<file path="src/rtl/muldiv_pkg.sv">
// Shared types and constants for the iterative multiply/divide unit.
package muldiv_pkg;

  localparam int unsigned MULDIV_N = 32;

  typedef enum logic [1:0] {
    OP_MULT  = 2'b00,
    OP_MULTU = 2'b01,
    OP_DIV   = 2'b10,
    OP_DIVU  = 2'b11
  } muldiv_op_t;

  typedef enum logic [1:0] {
    IDLE = 2'b00,
    RUN  = 2'b01,
    FIX  = 2'b10
  } muldiv_state_t;

  // Start edge, N iteration edges, one sign-fix edge.
  function automatic int unsigned muldiv_lat(input int unsigned n);
    return n + 2;
  endfunction

  localparam int unsigned MULDIV_LAT = muldiv_lat(MULDIV_N);

endpackage

</file>
<file path="src/rtl/muldiv_if.sv">
// Execute-stage request/result bundle between the pipeline and the mul/div unit.
interface muldiv_if
  import muldiv_pkg::*;
#(
  parameter int unsigned N = 32
);

  logic            start;
  muldiv_op_t      op;
  logic [N-1:0]    a;
  logic [N-1:0]    b;
  logic            hi_we;
  logic            lo_we;
  logic [N-1:0]    wdata;
  logic            busy;
  logic            done;
  logic [N-1:0]    hi;
  logic [N-1:0]    lo;

  modport master (
    output start, op, a, b, hi_we, lo_we, wdata,
    input  busy, done, hi, lo
  );

  modport slave (
    input  start, op, a, b, hi_we, lo_we, wdata,
    output busy, done, hi, lo
  );

endinterface

</file>
<file path="src/rtl/muldiv_unit_div_step.sv">
// One restoring-division iteration: shift in a dividend bit, trial-subtract the divisor.
module div_step #(
  parameter int unsigned N = 32
) (
  input  logic [N-1:0] rem,
  input  logic         dbit,
  input  logic [N-1:0] divisor,
  output logic [N-1:0] rem_next,
  output logic         qbit
);

  logic [N:0]   shifted;
  logic [N+1:0] trial;
  logic         unused_trial_bit;

  // Carry out of shifted + ~divisor + 1 is set exactly when shifted >= divisor.
  always_comb begin
    shifted  = {rem, dbit};
    trial    = {1'b0, shifted} + {1'b0, ~{1'b0, divisor}} + (N+2)'(1);
    qbit     = trial[N+1];
    rem_next = qbit ? trial[N-1:0] : shifted[N-1:0];
  end

  // A successful subtraction leaves a value below the divisor, so bit N is always zero.
  assign unused_trial_bit = trial[N];

endmodule

</file>
<file path="src/rtl/muldiv_unit.sv">
// Iterative MULT/MULTU/DIV/DIVU engine with architectural HI/LO registers.
// Optional MULDIV_EARLY_OUT_EN: multiplies finish once the remaining multiplier is zero.
module muldiv_unit
  import muldiv_pkg::*;
#(
  parameter int unsigned N = MULDIV_N
) (
  input  logic    clk,
  input  logic    reset,
  muldiv_if.slave bus
);

  localparam int unsigned CW = $clog2(N) + 1;

  muldiv_state_t   state;
  logic [CW-1:0]   cnt;
  logic            is_div;
  logic            neg_res;
  logic            neg_rem;
  logic            div0;
  logic [2*N-1:0]  acc;
  logic [2*N-1:0]  mcand;
  logic [N-1:0]    mplier;
  logic [N-1:0]    a_orig;
  logic [N-1:0]    hi_q;
  logic [N-1:0]    lo_q;
  logic            done_q;

  // Operand decode at request time
  logic            op_signed;
  logic            op_div;
  logic            a_neg;
  logic            b_neg;
  logic [N-1:0]    a_mag;
  logic [N-1:0]    b_mag;

  always_comb begin
    op_signed = (bus.op == OP_MULT) || (bus.op == OP_DIV);
    op_div    = (bus.op == OP_DIV)  || (bus.op == OP_DIVU);
    a_neg     = op_signed & bus.a[N-1];
    b_neg     = op_signed & bus.b[N-1];
    a_mag     = a_neg ? (~bus.a + N'(1)) : bus.a;
    b_mag     = b_neg ? (~bus.b + N'(1)) : bus.b;
  end

  // Divide datapath: remainder in acc high half, dividend/quotient in acc low half
  logic [N-1:0]    rem_next;
  logic            qbit;

  div_step #(.N(N)) u_div_step (
    .rem      (acc[2*N-1:N]),
    .dbit     (acc[N-1]),
    .divisor  (mplier),
    .rem_next (rem_next),
    .qbit     (qbit)
  );

  // Multiply datapath and loop exit
  logic [N-1:0]    mplier_nx;
  logic [2*N-1:0]  acc_mul;
  logic            last_iter;
  logic            mul_exit;
  logic            run_exit;

  always_comb begin
    mplier_nx = mplier >> 1;
    acc_mul   = acc + (mplier[0] ? mcand : '0);
    last_iter = (cnt == CW'(N - 1));
`ifdef MULDIV_EARLY_OUT_EN
    mul_exit  = last_iter || (mplier_nx == '0);
`else
    mul_exit  = last_iter;
`endif
    run_exit  = is_div ? last_iter : mul_exit;
  end

  // Sign correction and special-case selection applied in FIX
  logic [2*N-1:0]  prod;
  logic [N-1:0]    quot;
  logic [N-1:0]    rem_fix;
  logic [N-1:0]    res_hi;
  logic [N-1:0]    res_lo;

  always_comb begin
    prod    = neg_res ? (~acc + (2*N)'(1)) : acc;
    quot    = neg_res ? (~acc[N-1:0] + N'(1)) : acc[N-1:0];
    rem_fix = neg_rem ? (~acc[2*N-1:N] + N'(1)) : acc[2*N-1:N];
    res_hi  = prod[2*N-1:N];
    res_lo  = prod[N-1:0];
    if (is_div) begin
      if (div0) begin
        res_hi = a_orig;
        res_lo = '1;
      end else begin
        res_hi = rem_fix;
        res_lo = quot;
      end
    end
  end

  always_ff @(posedge clk or posedge reset) begin
    if (reset) begin
      state   <= IDLE;
      cnt     <= '0;
      is_div  <= 1'b0;
      neg_res <= 1'b0;
      neg_rem <= 1'b0;
      div0    <= 1'b0;
      acc     <= '0;
      mcand   <= '0;
      mplier  <= '0;
      a_orig  <= '0;
      hi_q    <= '0;
      lo_q    <= '0;
      done_q  <= 1'b0;
    end else begin
      done_q <= 1'b0;
      case (state)
        IDLE: begin
          if (bus.hi_we) hi_q <= bus.wdata;
          if (bus.lo_we) lo_q <= bus.wdata;
          if (bus.start) begin
            is_div  <= op_div;
            neg_res <= a_neg ^ b_neg;
            neg_rem <= op_div & a_neg;
            div0    <= op_div && (bus.b == '0);
            a_orig  <= bus.a;
            mplier  <= b_mag;
            mcand   <= {{N{1'b0}}, a_mag};
            acc     <= op_div ? {{N{1'b0}}, a_mag} : '0;
            cnt     <= '0;
            state   <= RUN;
          end
        end
        RUN: begin
          cnt <= cnt + CW'(1);
          if (is_div) begin
            acc <= {rem_next, acc[N-2:0], qbit};
          end else begin
            acc    <= acc_mul;
            mcand  <= mcand << 1;
            mplier <= mplier_nx;
          end
          if (run_exit) state <= FIX;
        end
        FIX: begin
          hi_q   <= res_hi;
          lo_q   <= res_lo;
          done_q <= 1'b1;
          state  <= IDLE;
        end
        default: state <= IDLE;
      endcase
    end
  end

  assign bus.busy = (state != IDLE);
  assign bus.done = done_q;
  assign bus.hi   = hi_q;
  assign bus.lo   = lo_q;

endmodule

</file>
<file path="src/flat_wrapper.sv">
// flat-port wrapper written by rule: the top's interface ports become plain ports
module muldiv_unit_flat import muldiv_pkg::*;
#(
  parameter int unsigned N = MULDIV_N
)
  (clk, reset, bus_start, bus_op, bus_a, bus_b, bus_hi_we, bus_lo_we, bus_wdata, bus_busy, bus_done, bus_hi, bus_lo);
  muldiv_if #(.N(N)) bus_i ();
  input  logic clk;
  input  logic reset;
  input wire logic [$bits(bus_i.start)-1:0] bus_start;
  input wire logic [$bits(bus_i.op)-1:0] bus_op;
  input wire logic [$bits(bus_i.a)-1:0] bus_a;
  input wire logic [$bits(bus_i.b)-1:0] bus_b;
  input wire logic [$bits(bus_i.hi_we)-1:0] bus_hi_we;
  input wire logic [$bits(bus_i.lo_we)-1:0] bus_lo_we;
  input wire logic [$bits(bus_i.wdata)-1:0] bus_wdata;
  output wire logic [$bits(bus_i.busy)-1:0] bus_busy;
  output wire logic [$bits(bus_i.done)-1:0] bus_done;
  output wire logic [$bits(bus_i.hi)-1:0] bus_hi;
  output wire logic [$bits(bus_i.lo)-1:0] bus_lo;
  assign bus_i.start = bus_start;
  assign bus_i.op = bus_op;
  assign bus_i.a = bus_a;
  assign bus_i.b = bus_b;
  assign bus_i.hi_we = bus_hi_we;
  assign bus_i.lo_we = bus_lo_we;
  assign bus_i.wdata = bus_wdata;
  assign bus_busy = bus_i.busy;
  assign bus_done = bus_i.done;
  assign bus_hi = bus_i.hi;
  assign bus_lo = bus_i.lo;
  muldiv_unit #(.N(N)) u_core (.clk(clk), .reset(reset), .bus(bus_i));
endmodule
</file>
<file path="config.mk">
export PLATFORM = sky130hd
export DESIGN_NAME = muldiv_unit_flat
export DESIGN_NICKNAME = d
export VERILOG_FILES = /design/src/rtl/muldiv_pkg.sv /design/src/rtl/muldiv_if.sv /design/src/rtl/muldiv_unit_div_step.sv /design/src/rtl/muldiv_unit.sv /design/src/flat_wrapper.sv
export SDC_FILE = /design/constraint.sdc
export NUM_CORES = 1
export LEC_CHECK = 0
export ABC_CLOCK_PERIOD_IN_PS = 11200
export CAP_MARGIN = 5
export CORE_ASPECT_RATIO = 0.7
export CORE_MARGIN = 4
export CORE_UTILIZATION = 60
export DETAILED_ROUTE_END_ITERATION = 7
export PLACE_DENSITY = 0.84
export SLEW_MARGIN = 30
export SYNTH_ARGS = -nofsm -noshare
export SYNTH_HDL_FRONTEND = slang
export SYNTH_HIERARCHICAL = 1
export SYNTH_SLANG_ARGS = --single-unit
export TNS_END_PERCENT = 20
</file>
<file path="constraint.sdc">
create_clock -name clk -period 11.2 [get_ports clk]
set_input_delay 2.24 -clock clk [delete_from_list [all_inputs] [get_ports clk]]
set_output_delay 2.24 -clock clk [all_outputs]
set_load 0.1 [all_outputs]
</file>
==> impl_metrics.xml, run 1 <==
<?xml version="1.0" encoding="UTF-8"?>
<metrics>
  <group name="outcome">
    <metric name="run_status" unit="">complete, no violations</metric>
  </group>
  <group name="routing">
    <metric name="residual_drc_count" unit="">0</metric>
    <metric name="drt_pass1_iterations" unit="">8</metric>
    <metric name="detail_route.vias_per_cell" unit="">6.74</metric>
    <metric name="antenna_left" unit="">0</metric>
    <metric name="detail_route.iter0.violations" unit="">3398</metric>
    <metric name="finalWirelength" unit="um">78000</metric>
    <metric name="via_count" unit="">22300</metric>
    <metric name="avgRoutedWirePerCell" unit="um">23.5</metric>
  </group>
  <group name="cells_and_area">
    <metric name="drive_above_1_share" unit="">0.0475</metric>
    <metric name="final_nets" unit="">3024</metric>
    <metric name="final-seq-area" unit="um2">6740</metric>
    <metric name="syn2layout_area_growth" unit="%">13.3</metric>
    <metric name="layout.cells.most_common_list" unit="">sky130_fd_sc_hd__nand2_1 (402), sky130_fd_sc_hd__o21ai_0 (312), sky130_fd_sc_hd__dfrtp_1 (268)</metric>
    <metric name="fillCellCount" unit="">2903</metric>
    <metric name="final-instance-count-excl-fill" unit="">3314</metric>
    <metric name="multi_input_comb_area" unit="um2">13900</metric>
    <metric name="layout_commonest_cell" unit="">sky130_fd_sc_hd__nand2_1</metric>
  </group>
  <group name="sta">
    <metric name="max_freq" unit="GHz">0.195</metric>
    <metric name="setup_viol" unit="">0</metric>
    <metric name="drv_slew" unit="">0</metric>
    <metric name="final-hold-violation-count" unit="">0</metric>
    <metric name="post-route-min-period" unit="ns">5.12</metric>
    <metric name="tns" unit="ns">0</metric>
    <metric name="grt_setup_unrepaired" unit="">no</metric>
    <metric name="worst_pin_slew" unit="ns">1.06</metric>
    <metric name="finalCritPeriodShare" unit="">0.457</metric>
    <metric name="timing.max_slew.rel_slack" unit="">0.294</metric>
    <metric name="finClkSkew" unit="ns">0.0271</metric>
  </group>
  <group name="synthesis">
    <metric name="synth.net_count" unit="">2975</metric>
    <metric name="post_synthesis_async_set_or_reset_flop_share" unit="">1.00</metric>
    <metric name="yosys_warning_count" unit="">6</metric>
    <metric name="mappedNetlistArea" unit="um2">21600</metric>
    <metric name="synth_seq_area_share" unit="">0.312</metric>
    <metric name="synth_edf_count" unit="">0</metric>
    <metric name="postSynthAreaPerCell" unit="um2">7.79</metric>
    <metric name="yosys.cell_types.count" unit="">88</metric>
    <metric name="ys.flop_type" unit="">sky130_fd_sc_hd__dfrtp_1</metric>
    <metric name="post_synthesis_cells" unit="">2770</metric>
    <metric name="ys_ff_latch" unit="">269</metric>
  </group>
  <group name="floorplanning">
    <metric name="fp.dieW" unit="um">235</metric>
    <metric name="io_pins" unit="">169</metric>
    <metric name="chipHeight" unit="um">167</metric>
    <metric name="floorplan.initialDensity" unit="">0.615</metric>
    <metric name="die-area" unit="um2">39100</metric>
    <metric name="floorplan.rows" unit="">57</metric>
    <metric name="floorplan.core_area" unit="um2">35100</metric>
  </group>
  <group name="clock_network">
    <metric name="clockRootBuffer" unit="">sky130_fd_sc_hd__clkbuf_16</metric>
    <metric name="post_cts_resize_count" unit="">0</metric>
    <metric name="cts_hold_buffers" unit="">0</metric>
    <metric name="ctsLongestPathBuffers" unit="">3</metric>
    <metric name="cts-buffers-inserted" unit="">28</metric>
    <metric name="cts_tree" unit="">built</metric>
    <metric name="numClockSinks" unit="">269</metric>
    <metric name="cts_max_level" unit="">1</metric>
    <metric name="worst_setup_hold_path_clk_slew" unit="ns">0.07</metric>
    <metric name="insertion_delay" unit="ns">0.58</metric>
    <metric name="post-cts-setup-buffer-count" unit="">0</metric>
  </group>
  <group name="critical_path">
    <metric name="reg2reg_depth" unit="">15</metric>
    <metric name="timing.reg2reg.setup_slack" unit="ns">6.13</metric>
    <metric name="critPathCaptureType" unit="">flop</metric>
    <metric name="timing.setup.critical_path_class" unit="">primary input to flop</metric>
    <metric name="cp.required" unit="ns">11.63</metric>
    <metric name="cp-start-kind" unit="">primary input</metric>
    <metric name="crit_fanout" unit="">4</metric>
    <metric name="critPathArrivalTime" unit="ns">5.56</metric>
  </group>
  <group name="global_routing">
    <metric name="antenna_found_initial" unit="">2</metric>
    <metric name="groute.layer.met1.usage" unit="">0.584</metric>
    <metric name="overflow" unit="">0</metric>
    <metric name="wire_length_of_the_first_global_routing_pass" unit="um">120000</metric>
    <metric name="groute.usage.overall" unit="">0.381</metric>
    <metric name="grt_use_met3" unit="">0.138</metric>
    <metric name="first_global_vias" unit="">20300</metric>
    <metric name="largest_net_degree_at_the_start_of_global_routing" unit="">141</metric>
    <metric name="busiest_layer" unit="">met1</metric>
    <metric name="met2_layer_usage_reported_by_global_route" unit="">0.516</metric>
  </group>
  <group name="placement">
    <metric name="place_congestion" unit="">1.01</metric>
    <metric name="io_buffers" unit="">168</metric>
    <metric name="dp_cells" unit="">3261</metric>
    <metric name="place.detailed.hpwl" unit="um">57900</metric>
  </group>
  <group name="power">
    <metric name="p_leak" unit="nW">10.3</metric>
    <metric name="vdd.ir_drop.worst" unit="mV">0.206</metric>
    <metric name="power_per_cell_area" unit="nW/um2">322</metric>
    <metric name="post_layout_power" unit="W">0.00787</metric>
  </group>
  <group name="hold_path">
    <metric name="timing.hold.worst.class" unit="">flop to flop</metric>
    <metric name="min_delay_path_depth" unit="">2</metric>
  </group>
  <group name="run">
    <metric name="max_cap_violations" unit="">0</metric>
  </group>
</metrics>
-- kinds of logic (layout without fill, tap and decap cells) --
family                   count (synthesis)  after routing  share of synthesized area
adder cells (fa/ha/maj)                102            102                     0.0598
flip-flops                             269            269                      0.312
XOR/XNOR                               212            212                     0.0860
buffers and inverters                  251            321                     0.0463
AND/OR/NAND/NOR                        928            928                      0.199
multiplexers                            35             35                     0.0172
other                                    0              2                          0
AO/OA/AOI/OAI                          973            973                      0.280
-- final cells by class --
cell class	instances	area share
Multi-Input combinational cell	2250	0.569
Antenna cell	2	0.000205
Inverter	77	0.0123
Timing Repair Buffer	193	0.0770
Tap cell	472	0.0242
Sequential cell	269	0.275
Clock inverter	14	0.00937
Clock buffer	37	0.0325
-- layer usage --
layer	up-vias	wire, um
met5	-	0
met4	0	1730
met3	159	12100
met2	1533	30700
met1	10600	33500
li1	10000	-
-- final timing paths --
check                             startpoint           endpoint
max in group asynchronous              reset   u_core/mplier[2]
hold reg to reg            u_core/bus.lo[31]  u_core/bus.lo[31]
hold / removal             u_core/bus.lo[31]  u_core/bus.lo[31]
setup / recovery                    bus_b[5]  u_core/mplier[29]
min in group asynchronous              reset   u_core/bus.lo[6]
setup reg to reg            u_core/mplier[0]     u_core/acc[56]
-- sequential cells by signal (all words and copies together) (netlist names) --
signal           flops
u_core/state         2
u_core/mplier       32
u_core/bus.hi       32
u_core/a_orig       32
u_core/mcand        64
u_core/cnt           6
u_core/bus.done      1
u_core/neg_rem       1
u_core/is_div        1
u_core/div0          1
u_core/acc          64
u_core/bus.lo       32
u_core/neg_res       1
-- through the flow --
| stage | cell area [um2] | utilization | hold slack [ns] | setup slack (ns) |
|---|---|---|---|---|
| floorplan | 21600 | - | 0.440 | 1.55 |
| global placement | 23400 | 0.667 | 0.453 | 5.72 |
| detailed placement | 23400 | 0.667 | 0.461 | 5.59 |
| CTS | 24400 | 0.696 | 0.479 | 6.19 |
| global route | 24400 | 0.697 | 0.500 | 5.72 |
| finish | 24400 | 0.697 | 0.486 | 6.08 |
-- Yosys cell counts (all sizes together), types with 15 or more instances --
| cell type | count | area, um2 |
|---|---|---|
| a22o | 34 | 298 |
| nand2 | 405 | 1520 |
| ha | 100 | 1250 |
| o211ai | 24 | 180 |
| nand4 | 20 | 125 |
| nor2 | 211 | 795 |
| xor2 | 75 | 657 |
| buf | 43 | 218 |
| or3 | 30 | 193 |
| a21o | 66 | 498 |
| nand2b | 24 | 165 |
| a31oi | 20 | 146 |
| nand3 | 46 | 230 |
| o41ai | 15 | 139 |
| a211oi | 33 | 258 |
| o21bai | 22 | 165 |
| nor4 | 19 | 119 |
| mux2i | 28 | 280 |
| nor3 | 29 | 161 |
| o31ai | 34 | 283 |
| clkbuf | 131 | 492 |
| o21a | 17 | 129 |
| dfrtp | 269 | 6730 |
| xnor2 | 137 | 1200 |
| and2 | 75 | 469 |
| o22ai | 43 | 269 |
| a22oi | 40 | 300 |
| inv | 77 | 289 |
| a21oi | 247 | 1250 |
| o21ai | 321 | 1610 |
-- power breakdown --
group	total (W)	switching, W	internal [W]	leakage [nW]
clock network	0.00107	0.000429	0.000637	0.500
registers	0.00196	0.000633	0.00133	3.31
logic	0.00484	0.00309	0.00175	6.50
-- critical path: stages --
cell and delay, ns:
sky130_fd_sc_hd__clkdlybuf4s50_1 0.46, sky130_fd_sc_hd__or4_1 0.59, sky130_fd_sc_hd__nor4bb_1 0.69, sky130_fd_sc_hd__nand2_1 0.20, sky130_fd_sc_hd__nor2_1 0.19, sky130_fd_sc_hd__nand2_1 0.12
sky130_fd_sc_hd__nor3b_1 0.45, sky130_fd_sc_hd__a21oi_1 0.15, sky130_fd_sc_hd__xnor2_1 0.16, sky130_fd_sc_hd__nor2_1 0.06, sky130_fd_sc_hd__a21oi_1 0.15, sky130_fd_sc_hd__o21ai_0 0.09
(Power assumes the default switching activity.)
==> inputs of run 2 (changes only) <==
--- a/config.mk
+++ b/config.mk
@@ -5,13 +5,13 @@
 export SDC_FILE = /design/constraint.sdc
 export NUM_CORES = 1
 export LEC_CHECK = 0
-export ABC_CLOCK_PERIOD_IN_PS = 11200
+export ABC_CLOCK_PERIOD_IN_PS = 4600
 export CAP_MARGIN = 5
 export CORE_ASPECT_RATIO = 0.7
 export CORE_MARGIN = 4
-export CORE_UTILIZATION = 60
+export CORE_UTILIZATION = 55
 export DETAILED_ROUTE_END_ITERATION = 7
-export PLACE_DENSITY = 0.84
+export PLACE_DENSITY = 0.81
 export SLEW_MARGIN = 30
 export SYNTH_ARGS = -nofsm -noshare
 export SYNTH_HDL_FRONTEND = slang
==> constraint.sdc (replaced) <==
create_clock -name clk -period 4.6 [get_ports clk]
set_input_delay 0.92 -clock clk [delete_from_list [all_inputs] [get_ports clk]]
set_output_delay 0.92 -clock clk [all_outputs]
set_load 0.1 [all_outputs]
==> run 2 against run 1 <==
  * Via count is 0.55% higher
  * Register-to-register slack got worse by 5.8 ns
  * Sequential cell count did not move
  * Sequential power grew 140%
  * Critical path depth is 2 higher
  * Critical endpoint is now u_core/acc[63]
==> impl_metrics.xml, run 2 (same netlist as run 1, synthesis figures left out) <==
<?xml version="1.0" encoding="UTF-8"?>
<metrics>
  <group name="outcome">
    <metric name="run_status" unit="">complete, no violations</metric>
  </group>
  <group name="cells_and_area">
    <metric name="final_nets" unit="">3061</metric>
    <metric name="layout.core_utilization" unit="">0.643</metric>
    <metric name="fillCellCount" unit="">3344</metric>
    <metric name="reg_top3" unit="">u_core/acc: 64 flops, u_core/mcand: 64 flops</metric>
    <metric name="layout.cells.most_common_list" unit="">sky130_fd_sc_hd__nand2_1 (402), sky130_fd_sc_hd__o21ai_0 (312), sky130_fd_sc_hd__dfrtp_1 (267)</metric>
    <metric name="final-instance-count-excl-fill" unit="">3404</metric>
    <metric name="syn2layout_area_growth" unit="%">15.0</metric>
    <metric name="drive_above_1_share" unit="">0.0598</metric>
    <metric name="layout_commonest_cell" unit="">sky130_fd_sc_hd__nand2_1</metric>
  </group>
  <group name="sta">
    <metric name="worst_pin_slew" unit="ns">1.05</metric>
    <metric name="post-route-min-period" unit="ns">4.26</metric>
    <metric name="finClkSkew" unit="ns">0.0289</metric>
    <metric name="timing.max_slew.rel_slack" unit="">0.301</metric>
    <metric name="final-hold-violation-count" unit="">0</metric>
    <metric name="setup_ws" unit="ns">0.340</metric>
    <metric name="max_freq" unit="GHz">0.235</metric>
    <metric name="drv_slew" unit="">0</metric>
    <metric name="grt_setup_unrepaired" unit="">no</metric>
    <metric name="setup_viol" unit="">0</metric>
    <metric name="tns" unit="ns">0</metric>
    <metric name="finalCritPeriodShare" unit="">0.926</metric>
  </group>
  <group name="critical_path">
    <metric name="timing.reg2reg.setup_slack" unit="ns">0.34</metric>
    <metric name="critPathArrivalTime" unit="ns">4.74</metric>
    <metric name="r2r-start" unit="">u_core/mplier[0]</metric>
    <metric name="cell_chain_critical_path" unit="">buf_4 -&gt; and2_1 -&gt; ha_1 -&gt; nand2_1 -&gt; nor2_1 -&gt; a211oi_1 -&gt; o31ai_1 -&gt; a21oi_1 -&gt; nand2_1 -&gt; a21oi_1 -&gt; o21a_1 -&gt; o2111ai_1 -&gt; xnor2_1 -&gt; a21o_1</metric>
    <metric name="worst_path_largest_cell_delay" unit="ns">0.83</metric>
    <metric name="reg2reg_depth" unit="">14</metric>
    <metric name="critPathCaptureType" unit="">flop</metric>
    <metric name="cp-start-kind" unit="">flop</metric>
    <metric name="timing.setup.critical_path_class" unit="">flop to flop</metric>
    <metric name="rr_endpoint" unit="">u_core/acc[63]</metric>
    <metric name="cp.required" unit="ns">5.08</metric>
    <metric name="crit_path_top_delay_cell" unit="">sky130_fd_sc_hd__dfrtp_1</metric>
    <metric name="crit_fanout" unit="">31</metric>
  </group>
  <group name="clock_network">
    <metric name="cts_hold_buffers" unit="">0</metric>
    <metric name="insertion_delay" unit="ns">0.59</metric>
    <metric name="clockRootBuffer" unit="">sky130_fd_sc_hd__clkbuf_16</metric>
    <metric name="cts_max_level" unit="">1</metric>
    <metric name="ctsLongestPathBuffers" unit="">3</metric>
    <metric name="post-cts-setup-buffer-count" unit="">0</metric>
    <metric name="worst_setup_hold_path_clk_slew" unit="ns">0.06</metric>
    <metric name="cts-buffers-inserted" unit="">29</metric>
    <metric name="cts_tree" unit="">built</metric>
    <metric name="numClockSinks" unit="">269</metric>
    <metric name="post_cts_resize_count" unit="">0</metric>
  </group>
  <group name="routing">
    <metric name="dr.max_layer_used" unit="">met5</metric>
    <metric name="antenna_left" unit="">0</metric>
    <metric name="drt_pass1_iterations" unit="">6</metric>
    <metric name="detail_route.iter0.violations" unit="">3109</metric>
    <metric name="met2WireLength" unit="um">31800</metric>
    <metric name="route.met3.wl" unit="um">11300</metric>
    <metric name="finalWirelength" unit="um">81800</metric>
    <metric name="detail_route.vias_per_cell" unit="">6.60</metric>
    <metric name="m1WireLength" unit="um">36900</metric>
    <metric name="residual_drc_count" unit="">0</metric>
    <metric name="avgRoutedWirePerCell" unit="um">24.0</metric>
    <metric name="via_count" unit="">22500</metric>
  </group>
  <group name="run">
    <metric name="max_cap_violations" unit="">0</metric>
  </group>
  <group name="global_routing">
    <metric name="groute.usage.overall" unit="">0.368</metric>
    <metric name="first_global_vias" unit="">20400</metric>
    <metric name="wire_length_of_the_first_global_routing_pass" unit="um">123000</metric>
    <metric name="largest_net_degree_at_the_start_of_global_routing" unit="">88</metric>
    <metric name="overflow" unit="">0</metric>
    <metric name="antenna_found_initial" unit="">3</metric>
  </group>
  <group name="power">
    <metric name="pwr-share-seq" unit="">0.239</metric>
    <metric name="cellInternalPower" unit="W">0.00918</metric>
    <metric name="p_leak" unit="nW">10.5</metric>
    <metric name="power.net_switching" unit="W">0.0102</metric>
    <metric name="power_per_cell_area" unit="nW/um2">781</metric>
    <metric name="power.share.switching" unit="">0.527</metric>
    <metric name="vdd.ir_drop.worst" unit="mV">0.466</metric>
    <metric name="p_comb_frac" unit="">0.632</metric>
    <metric name="power.share.clock" unit="">0.129</metric>
  </group>
  <group name="floorplanning">
    <metric name="chipHeight" unit="um">174</metric>
    <metric name="floorplan.core_area" unit="um2">38600</metric>
    <metric name="fp.dieW" unit="um">245</metric>
    <metric name="floorplan.rows" unit="">60</metric>
    <metric name="die-area" unit="um2">42500</metric>
    <metric name="floorplan.initialDensity" unit="">0.559</metric>
    <metric name="io_pins" unit="">169</metric>
  </group>
  <group name="hold_path">
    <metric name="timing.hold.worst.class" unit="">flop to flop</metric>
    <metric name="holdPathEnd" unit="">u_core/a_orig[5]</metric>
    <metric name="min_delay_path_depth" unit="">2</metric>
    <metric name="hp-start" unit="">u_core/a_orig[5]</metric>
  </group>
  <group name="placement">
    <metric name="place_congestion" unit="">0.990</metric>
    <metric name="io_buffers" unit="">168</metric>
    <metric name="dp_cells" unit="">3351</metric>
    <metric name="detailedPlace.worstSlack" unit="ns">0.396</metric>
    <metric name="place.detailed.hpwl" unit="um">62400</metric>
  </group>
</metrics>
[run 2: changes by cell type in the layout (fill, tap and decap cells not counted), moves of 2 or more]
cell	before	now
sky130_fd_sc_hd__bufinv_16	6	4
sky130_fd_sc_hd__buf_16	0	2
sky130_fd_sc_hd__buf_4	24	55
sky130_fd_sc_hd__buf_12	1	4
sky130_fd_sc_hd__clkbuf_8	4	6
[run 2: power by group through the flow]
stage / Combinational, W / Sequential (W) / Clock (W)
after global routing: 0.0132 / 0.00470 / 0.00261
final: 0.0123 / 0.00463 / 0.00250
after CTS: 0.0119 / 0.00455 / 0.00253
after floorplan: 0.00772 / 0.00519 / 0
after global placement: 0.0117 / 0.00456 / 0
after detailed placement: 0.0119 / 0.00459 / 0
[run 2: how the worst max path moves through the flow]
stage                     startpoint           endpoint
floorplan                      reset   u_core/a_orig[0]
global placement    u_core/mplier[0]     u_core/acc[63]
detailed placement          bus_b[5]  u_core/mplier[30]
CTS                 u_core/mplier[0]     u_core/acc[56]
global route        u_core/mplier[0]     u_core/acc[62]
finish              u_core/mplier[0]     u_core/acc[63]
[run 2: critical path, delay by kind of cell (launching register included)]
kind | cells | cell delay [ns]
flip-flops | 1 | 0.83
AO/OA/AOI/OAI | 7 | 1.79
buffers and inverters | 1 | 0.44
AND/OR/NAND/NOR | 4 | 0.62
adder cells (fa/ha/maj) | 1 | 0.32
XOR/XNOR | 1 | 0.15
[run 2: layout make-up]
cell class | count | area, um2 | share of cell area
tap | 527 | 659 | 0.0266
clock inverter | 12 | 169 | 0.00680
inverter | 77 | 293 | 0.0118
multi-input combinational | 2250 | 13900 | 0.560
timing repair buffer | 229 | 2230 | 0.0898
clock buffer | 39 | 823 | 0.0332
sequential | 269 | 6740 | 0.271
antenna | 1 | 2.50 | 0.000101
[run 2: per-layer routing]
layer | vias to the layer above | track usage
li1 | 10100 | -
met3 | 131 | 0.103
met1 | 10800 | 0.588
met5 | - | 0
met4 | 2 | 0.0708
met2 | 1423 | 0.490
[run 2: metrics by stage]
stage	power, W	hold WS, ns	instance area [um2]
4_1_cts	0.0190	0.482	24800
2_1_floorplan	0.0129	0.440	21600
6_report	0.0194	0.482	24800
5_1_grt	0.0205	0.497	24800
3_5_place_dp	0.0165	0.468	23800
3_3_place_gp	0.0162	0.462	23800
